<file path="src/rtl/cm0_dap_cdc_pkg.sv">
// Shared types and constants for the DAP 4-bit CDC address receive path.
package cm0_dap_cdc_pkg;

  localparam int ADDR_W          = 4;
  localparam int SYNC_STAGES_MIN = 2;
  localparam int SYNC_STAGES_MAX = 4;

  typedef enum logic {
    IDLE = 1'b0,
    HOLD = 1'b1
  } state_e;

  function automatic bit sync_stages_ok(input int n);
    return (n >= SYNC_STAGES_MIN) && (n <= SYNC_STAGES_MAX);
  endfunction

endpackage

</file>
<file path="src/rtl/cm0_dap_cdc_recv_addr_if.sv">
// Request/address/handshake bundle between the launching domain, the receiver and its consumer.
interface cm0_dap_cdc_recv_addr_if;
  import cm0_dap_cdc_pkg::*;

  logic              REQ;
  logic [ADDR_W-1:0] ADDRI;
  logic              ADDRREADY;
  logic              ADDRVALID;
  logic [ADDR_W-1:0] ADDRO;
  logic              ACK;
  logic              OVERRUN;

  modport master (
    output REQ, ADDRI, ADDRREADY,
    input  ADDRVALID, ADDRO, ACK, OVERRUN
  );

  modport slave (
    input  REQ, ADDRI, ADDRREADY,
    output ADDRVALID, ADDRO, ACK, OVERRUN
  );

endinterface

</file>
<file path="src/rtl/cm0_dap_cdc_sync.sv">
// N-stage single-bit synchroniser, kept as its own cell so it can be mapped to
// dedicated synchroniser flops and constrained by name.
module cm0_dap_cdc_sync #(
  parameter int N = 2
) (
  input  logic clk,
  input  logic rst,
  input  logic d,
  output logic q
);

  logic [N-1:0] stage_q;

  always_ff @(posedge clk) begin
    if (rst) begin
      stage_q <= '0;
    end else begin
      stage_q <= {stage_q[N-2:0], d};
    end
  end

  assign q = stage_q[N-1];

endmodule

</file>
<file path="src/rtl/cm0_dap_cdc_recv_addr.sv">
// Receive side of the DAP 4-bit CDC register: synchronises the REQ toggle, captures
// the launched address, offers it with valid/ready and returns an ACK toggle.
module cm0_dap_cdc_recv_addr
  import cm0_dap_cdc_pkg::*;
#(
  parameter int PRESENT     = 1,
  parameter int SYNC_STAGES = 2
) (
  input logic                     REGCLK,
  input logic                     RARREGRESET,
  cm0_dap_cdc_recv_addr_if.slave  bus
);

  if (!sync_stages_ok(SYNC_STAGES)) begin : g_bad_sync_stages
    $error("cm0_dap_cdc_recv_addr: SYNC_STAGES must be in 2..4");
  end

  if (PRESENT != 0) begin : g_present

    logic              req_s;
    logic              req_seen_q;
    logic              new_req;
    logic              capture;
    logic              handshake;
    logic              overrun_set;
    state_e            state_q;
    state_e            state_d;
    logic              valid_q;
    logic [ADDR_W-1:0] addr_q;
    logic              ack_q;
    logic              overrun_q;

    cm0_dap_cdc_sync #(
      .N   (SYNC_STAGES)
    ) u_req_sync (
      .clk (REGCLK),
      .rst (RARREGRESET),
      .d   (bus.REQ),
      .q   (req_s)
    );

    // A request arriving while an address is held is flagged, not captured;
    // it stays pending (req_seen untouched) and is taken once back in IDLE.
    always_comb begin
      state_d     = state_q;
      capture     = 1'b0;
      handshake   = 1'b0;
      overrun_set = 1'b0;
      new_req     = (req_s != req_seen_q);
      unique case (state_q)
        IDLE: begin
          if (new_req) begin
            capture = 1'b1;
            state_d = HOLD;
          end
        end
        HOLD: begin
          overrun_set = new_req;
          if (bus.ADDRREADY) begin
            handshake = 1'b1;
            state_d   = IDLE;
          end
        end
        default: state_d = IDLE;
      endcase
    end

    // ADDRVALID is its own flop so the consumer sees no decode of the state.
    always_ff @(posedge REGCLK) begin
      if (RARREGRESET) begin
        state_q    <= IDLE;
        valid_q    <= 1'b0;
        addr_q     <= '0;
        req_seen_q <= 1'b0;
        ack_q      <= 1'b0;
        overrun_q  <= 1'b0;
      end else begin
        state_q <= state_d;
        valid_q <= (state_d == HOLD);
        if (capture) begin
          addr_q     <= bus.ADDRI;
          req_seen_q <= req_s;
        end
        if (handshake) begin
          ack_q <= ~ack_q;
        end
        if (overrun_set) begin
          overrun_q <= 1'b1;
        end
      end
    end

    assign bus.ADDRVALID = valid_q;
    assign bus.ADDRO     = addr_q;
    assign bus.ACK       = ack_q;
    assign bus.OVERRUN   = overrun_q;

  end else begin : g_absent

    logic unused_inputs;
    assign unused_inputs = ^{REGCLK, RARREGRESET, bus.REQ, bus.ADDRI, bus.ADDRREADY};

    assign bus.ADDRVALID = 1'b0;
    assign bus.ADDRO     = '0;
    assign bus.ACK       = 1'b0;
    assign bus.OVERRUN   = 1'b0;

  end

endmodule

</file>
<file path="src/flat_wrapper.sv">
// flat-port wrapper written by rule: the top's interface ports become plain ports
module cm0_dap_cdc_recv_addr_flat import cm0_dap_cdc_pkg::*;
#(
  parameter int PRESENT     = 1,
  parameter int SYNC_STAGES = 2
)
  (REGCLK, RARREGRESET, bus_REQ, bus_ADDRI, bus_ADDRREADY, bus_ADDRVALID, bus_ADDRO, bus_ACK, bus_OVERRUN);
  cm0_dap_cdc_recv_addr_if bus_i ();
  input logic REGCLK;
  input logic RARREGRESET;
  input wire logic [$bits(bus_i.REQ)-1:0] bus_REQ;
  input wire logic [$bits(bus_i.ADDRI)-1:0] bus_ADDRI;
  input wire logic [$bits(bus_i.ADDRREADY)-1:0] bus_ADDRREADY;
  output wire logic [$bits(bus_i.ADDRVALID)-1:0] bus_ADDRVALID;
  output wire logic [$bits(bus_i.ADDRO)-1:0] bus_ADDRO;
  output wire logic [$bits(bus_i.ACK)-1:0] bus_ACK;
  output wire logic [$bits(bus_i.OVERRUN)-1:0] bus_OVERRUN;
  assign bus_i.REQ = bus_REQ;
  assign bus_i.ADDRI = bus_ADDRI;
  assign bus_i.ADDRREADY = bus_ADDRREADY;
  assign bus_ADDRVALID = bus_i.ADDRVALID;
  assign bus_ADDRO = bus_i.ADDRO;
  assign bus_ACK = bus_i.ACK;
  assign bus_OVERRUN = bus_i.OVERRUN;
  cm0_dap_cdc_recv_addr #(.PRESENT(PRESENT), .SYNC_STAGES(SYNC_STAGES)) u_core (.REGCLK(REGCLK), .RARREGRESET(RARREGRESET), .bus(bus_i));
endmodule
</file>
<file path="config.mk">
export PLATFORM = sky130hd
export DESIGN_NAME = cm0_dap_cdc_recv_addr_flat
export DESIGN_NICKNAME = d
export VERILOG_FILES = /design/src/rtl/cm0_dap_cdc_pkg.sv /design/src/rtl/cm0_dap_cdc_recv_addr_if.sv /design/src/rtl/cm0_dap_cdc_sync.sv /design/src/rtl/cm0_dap_cdc_recv_addr.sv /design/src/flat_wrapper.sv
export SDC_FILE = /design/constraint.sdc
export NUM_CORES = 1
export LEC_CHECK = 0
export CAP_MARGIN = 20
export CELL_PAD_IN_SITES_DETAIL_PLACEMENT = 0
export CELL_PAD_IN_SITES_GLOBAL_PLACEMENT = 1
export CORE_AREA = 2 2 39 41
export CTS_CLUSTER_SIZE = 20
export DETAILED_ROUTE_END_ITERATION = 8
export DIE_AREA = 0 0 41 43
export GPL_ROUTABILITY_DRIVEN = 0
export MAX_ROUTING_LAYER = met4
export PLACE_DENSITY = 0.72
export SKIP_LAST_GASP = 1
export SYNTH_ARGS = -nofsm -noshare
export SYNTH_HDL_FRONTEND = slang
export SYNTH_SLANG_ARGS = --single-unit
</file>
<file path="constraint.sdc">
create_clock -name REGCLK -period 2 [get_ports REGCLK]
set_input_delay 0.4 -clock REGCLK [delete_from_list [all_inputs] [get_ports REGCLK]]
set_output_delay 0.4 -clock REGCLK [all_outputs]
set_load 0.005 [all_outputs]
</file>
==> results.txt, run 1 <==
The run finished with clean final reports. In the synthesized netlist the dominant register cell turns out to be dfxtp_1. The chip width is 41 µm. The aggregate global-route resource usage is 8.27%. The total of warnings raised by yosys came out at 0. The detailed placement HPWL is 437 µm.

The power density normalized to cell area is 726 mW/mm². Static timing analysis puts the maximum clock frequency at 625 MHz. In this run the mean area of a mapped cell was 10.4 µm². The setup-violating endpoint count in the final report came out at 0.

The placement-stage worst setup slack came out at 0.540 ns. For this run, the post-layout net count is 62. The max-slew violation count came to 0. The netlist area before placement is 384 µm². In this design, the stage delay of the slowest critical-path cell is 0.53 ns.

The floorplan has 14 rows. The number of buffers inserted to repair setup after CTS is 0. Ranked by total cell area, the synthesized netlist is headed by dfxtp_1, mux2i_1, nand2b_1. The wire length of the first global-routing pass came out at 945 µm. The static power due to leakage came out at 0.000209 µW.

Cells with a size suffix above 1 make up 5.77% of the layout. The highest net fanout along the worst path came out at 6. The final worst-path cycle share is 80.0%.

The number of enable-type register cells in the synthesized netlist came out at 0. Entering global routing, the biggest net connects 15 pins. The max-cap check violation count is 0. The sequential element share of the synthesized area is 52.1%.

The detailed-routing iteration count for the pre-antenna-repair pass came out at 3. The kind of cell adding the most delay to the critical path is buffers and inverters. The portion of synthesized cell area occupied by the leading cell type came out at 52.1%. The final worst setup slack is 0.400 ns. The transition time at the pin with the least slew margin is 0.371 ns.

In this run the worst hold path is classified as reg2reg. The worst setup path is launched from a flip-flop. The post-route setup TNS came out at 0 ns. The area growth from synthesis to layout is 43.6%. The number of DRC violations after detailed routing came out at 0. STA classifies the critical path endpoint as an output port.

The worst-case hold slack came out at 0.446 ns. Data arrives at the worst endpoint at 1.20 ns. The per-cell routed wire length is 8.84 µm. After clock tree synthesis, the repair step resized 0 gates. By count the netlist is led by dfxtp_1, nand2b_1, mux2i_1, nor2_1. The number of I/O port buffers came out at 14. Across the routed clock network, the largest skew measured is 0.00696 ns. The via total after detailed routing came out at 269. The vertical die dimension is 43 µm.

The clock passes through at most 2 buffers. The synthesis-stage register bit count came out at 10. The remaining global-route overflow is 0. The clock slew seen by the registers of the worst setup and hold paths is 0.06 ns. The area of the core came out at 0.00138 mm². The count of different cell masters after synthesis came out at 12. The floorplan step defined a die boundary enclosing 0.00176 mm². Setup repair after global routing left no endpoint under its margin. The required time of the critical path came out at 1.60 ns. The number of top-level design ports is 15. The average via count per standard cell came out at 3.96. The number of nets in the synthesized netlist is 45.

The total cell area at the placement stage came out at 529 µm². The setup path with the least slack is of type reg2out. The post-cts hold buffer count is 0.

Of all cell types, the one taking the most synthesized area is dfxtp_1. The count of antenna diodes in the layout is 0. The initial antenna violation count came out at 0. The worst max-slew margin expressed relative to the limit came out at 75.2%. The count of endpoints failing hold in the final timing report came to 0. The number of buffers created by CTS is 3.

The via count of the first global-routing pass is 239. The finished cells cover 552 µm². TritonCTS built the clock tree.

The starting density of the core is 27.8%. Together, buffers and inverters on the worst path number 1. The final design utilization came out at 39.9%.

The fraction of synthesis flops using an asynchronous set or reset pin is 0%. CTS built an H-tree with a depth of 1. The standard cell with the maximum stage delay on the critical path is clkdlybuf4s50_1.

The clock latency at the later pin of the worst-skew pair came out at 0.25 ns. The critical path goes through clkdlybuf4s50_1. Among all cell types in the netlist, the one instantiated most often is dfxtp_1. The root cell of the clock tree is clkbuf_4.

The worst voltage drop across the vdd grid is 0.000310 V. The post-synthesis instance total is 37. The final period demand of the worst path came out at 1.60 ns. The detailed-route wire length is 601 µm.

The number of violations reported at the end of detailed-routing iteration 0 came out at 2. The detail route stage leaves a number of antenna-violating nets equal to 0. Counting every sink on the clock net gives 10.
placed cells by master (no fill, tap or decap):
cell | netlist | final
and2b_1 | 1 | 1
mux2i_1 | 5 | 5
nor3b_1 | 1 | 1
dfxtp_1 | 10 | 10
nand2b_1 | 8 | 8
nand2_1 | 1 | 1
clkdlybuf4s50_1 | 0 | 14
clkbuf_4 | 0 | 3
a21oi_1 | 1 | 1
nor2b_1 | 2 | 2
nor2_1 | 4 | 4
xor2_1 | 2 | 2
cells by family after synthesis:
logic type,Yosys count,share of synthesized area (%)
multiplexers,5,13.0
buffers and inverters,2,3.91
AND/OR/NAND/NOR,17,25.1
XOR/XNOR,2,4.56
flip-flops,10,52.1
AO/OA/AOI/OAI,1,1.30
power by group:
part | switching (µW) | total, µW | internal (µW)
registers | 6.75 | 216 | 210
logic | 17.0 | 54.5 | 37.5
clock network | 60.5 | 130 | 69.0
total | 84.3 | 400 | 316
path summary, 6_finish.rpt:
check / from / end / slack [ns] / cells after the start
worst max-delay path: u_core.g_present.state_q$_SDFF_PP0_ / bus_ADDRVALID / 0.40 / 1
worst min-delay path: u_core.g_present.u_req_sync.stage_q[0]$_SDFF_PP0_ / u_core.g_present.u_req_sync.stage_q[1]$_SDFF_PP0_ / 0.45 / 1
worst max register to register: u_core.g_present.u_req_sync.stage_q[1]$_SDFF_PP0_ / u_core.bus.ADDRO[2]$_SDFFE_PP0P_ / 0.88 / 3
worst min register to register: u_core.g_present.u_req_sync.stage_q[0]$_SDFF_PP0_ / u_core.g_present.u_req_sync.stage_q[1]$_SDFF_PP0_ / 0.45 / 1
registers in the layout, summed over array words and instances, names as in the netlist:
| name | cells |
|---|---|
| u_core.g_present.state_q | 1 |
| u_core.bus.OVERRUN | 1 |
| u_core.g_present.u_req_sync.stage_q | 2 |
| u_core.bus.ADDRO | 4 |
| u_core.g_present.req_seen_q | 1 |
| u_core.bus.ACK | 1 |
cell type report:
class / instances / area, µm²
Tap cell: 16 / 20.0
Sequential cell: 10 / 200
Clock buffer: 3 / 22.5
Multi-Input combinational cell: 25 / 169
Fill cell: 142 / 832
Timing Repair Buffer: 14 / 140
stage by stage:
step,cells,power (µW)
floorplan,37,247
global placement,65,276
detailed placement,65,276
CTS,68,407
global route,68,421
finish,68,400
routing by layer:
metal	vias to the layer above	track usage (%)	wire, µm
met1	115	12.1	296
li1	147	-	-
met5	-	-	0
met4	0	6.00	0
met3	0	3.14	41
met2	7	8.75	262
(Power assumes the default switching activity.)
==> run 2: changes to the inputs <==
- CORE_AREA: 2 2 39 41 -> default
- CORE_MARGIN: default -> 2
- CORE_UTILIZATION: default -> 29
- DIE_AREA: 0 0 41 43 -> default
- clock period: 2 -> 1.5 ns (I/O delays scaled with it)
==> results.txt, run 2 (same netlist as run 1, synthesis figures left out) <==
The per-cell routed wire length came out at 11.1 µm. The worst setup path is captured at an output port. The first global-routing pass estimated 1.15 mm of wire. The flow ran to the end, but the final reports show violations. The detailed-routing iteration count for the pre-antenna-repair pass is 5. The final period demand of the worst path came out at 1.45 ns.

The clock latency at the later pin of the worst-skew pair came out at 0.26 ns. The slowest stage of the critical path belongs to the cell clkdlybuf4s50_1. The final worst setup slack is 0.0480 ns.

The number of violations reported at the end of detailed-routing iteration 0 is 4. The count of endpoints failing hold in the final timing report was 0. The starting density of the core came out at 30.3%. The area enclosed by the die boundary came out at 0.00163 mm². The worst clock skew came out at 0.000220 ns. Buffers placed on the I/O ports in this run total 14.

The maximum level of the CTS H-tree is 1. The total clock sinks came out at 10. The final worst-path cycle share came out at 96.8%. In the final timing run, aggregate negative setup slack is 0 ns.

Setup repair after global routing left no endpoint under its margin. The layout cell share with drive strength beyond 1 is 9.43%. The power density normalized to cell area came out at 1070 mW/mm². The via count of the first global-routing pass was 277. The placement-stage worst setup slack came out at 0.124 ns. The number of nets in the final layout is 62.

The setup-violating endpoint count in the final report is 0. Setup slack on the worst reg-to-reg path comes out at 0.37 ns. The root buffer cell chosen for the clock tree is clkbuf_4. The remaining global-route overflow came out at 0. At the worst endpoint, the required time is 1.20 ns. The average via count per standard cell came out at 4.28. The area growth from synthesis to layout is 47.2%. The routed design has 758 µm of wire.

The remaining number of nets flagged by the antenna check after routing came out at 0. Counting the buffers created by CTS gives 3. The buffers plus inverters on the worst setup path came out at 1. The detailed placement HPWL is 573 µm. The chip width is 40.4 µm.

The highest net fanout along the worst path is 6. In this run the core area contains 13 standard-cell rows. The count of antenna diodes in the layout is 0. TritonCTS built the clock tree. STA classifies the critical path startpoint as a flip-flop. The via total after detailed routing came out at 291. The largest net degree at the start of global routing is 15. Leaving out fill and tap cells, the most frequent cells in the layout are clkdlybuf4s50_1, dfxtp_1, nand2b_1. The critical path is of the reg2out type. The most common cell after layout, fill and taps aside is clkdlybuf4s50_1. Clock-pin slew was measured on the worst setup and hold paths at 0.07 ns. The vertical die dimension came out at 40.4 µm. The static power due to leakage came out at 0.000216 µW. The area of the core came out at 0.00127 mm². Broken down by cell family, the worst path's largest delay share belongs to buffers and inverters. The total power after layout is 602 µW. Walking the worst path, the cells encountered are clkdlybuf4s50_1. The worst hold path class is reg2reg.

The fill cell total of the finished layout came out at 121. At the pin with the least slew margin, the transition time is 0.389 ns. The checks that failed: design-rule violations. The max-slew violation count was 0. The data arrival time of the critical path came out at 1.15 ns. The number of DRC violations after detailed routing came out at 2. The worst-case IR drop observed on VDD is 0.000499 V. The maximum clock path buffer count is 2. Max-cap violations in this run came to 0. The aggregate global-route resource usage is 11.9%.

The worst max-slew margin expressed relative to the limit came out at 74.0%. The number of top-level design ports is 15. The flip-flop count of the largest register after layout is 4.

The initial antenna violation count came out at 0. The upper clock frequency limit is 689 MHz. The stage delay of the slowest cell on the critical path came out at 0.52 ns.
-- run 2: changes by cell type in the layout (fill, tap and decap cells not counted), sizes merged --
cell    before  now
clkbuf       3    4
-- run 2: what timing repair did --
item / CTS / global route
setup buffers: 0 / 0
hold buffers: 0 / 0
endpoints found under the hold margin: 0 / 0
resized for setup: 1 / 0
endpoints found under the setup margin: 1 / 0
-- run 2: where the power goes --
part / internal (µW) / switching [µW]
logic: 50.1 / 24.3
registers: 280 / 9.17
clock network: 147 / 91.8
-- run 2: routing by layer --
metal / vias to the layer above / GRT usage, % / routed length (µm) / part of all wire, %
li1: 149 / - / - / -
met1: 127 / 12.0 / 337 / 44
met2: 13 / 17.5 / 347 / 46
met3: 2 / 6.67 / 67 / 8.8
met4: 0 / 7.50 / 6 / 0.79
met5: - / - / 0 / 0
-- run 2: final timing paths --
kind / from / cells past startpoint / end
worst min-delay path: u_core.g_present.u_req_sync.stage_q[0]$_SDFF_PP0_ / 1 / u_core.g_present.u_req_sync.stage_q[1]$_SDFF_PP0_
worst max-delay path: u_core.g_present.state_q$_SDFF_PP0_ / 1 / bus_ADDRVALID
worst min register to register: u_core.g_present.u_req_sync.stage_q[0]$_SDFF_PP0_ / 1 / u_core.g_present.u_req_sync.stage_q[1]$_SDFF_PP0_
worst max register to register: u_core.g_present.u_req_sync.stage_q[1]$_SDFF_PP0_ / 3 / u_core.bus.ADDRO[3]$_SDFFE_PP0P_
-- run 2: layout make-up --
cell class              instances  area (µm²)  share of cell area (%)
well taps                      15        18.8                    3.32
multi-input cells              25         169                    29.9
clock buffers                   4        36.3                    6.42
repair buffers                 14         140                    24.8
flip-flops and latches         10         201                    35.6
-- run 2: metrics by stage --
| stage | utilization [%] | std cells | cell area (µm²) | hold WS [ns] |
|---|---|---|---|---|
| 2_1_floorplan | - | 37 | 384 | 0.414 |
| 3_3_place_gp | 41.6 | 64 | 528 | 0.431 |
| 3_5_place_dp | 41.6 | 64 | 528 | 0.447 |
| 4_1_cts | 44.6 | 68 | 566 | 0.457 |
| 5_1_grt | 44.6 | 68 | 566 | 0.465 |
| 6_report | 44.6 | 68 | 566 | 0.458 |
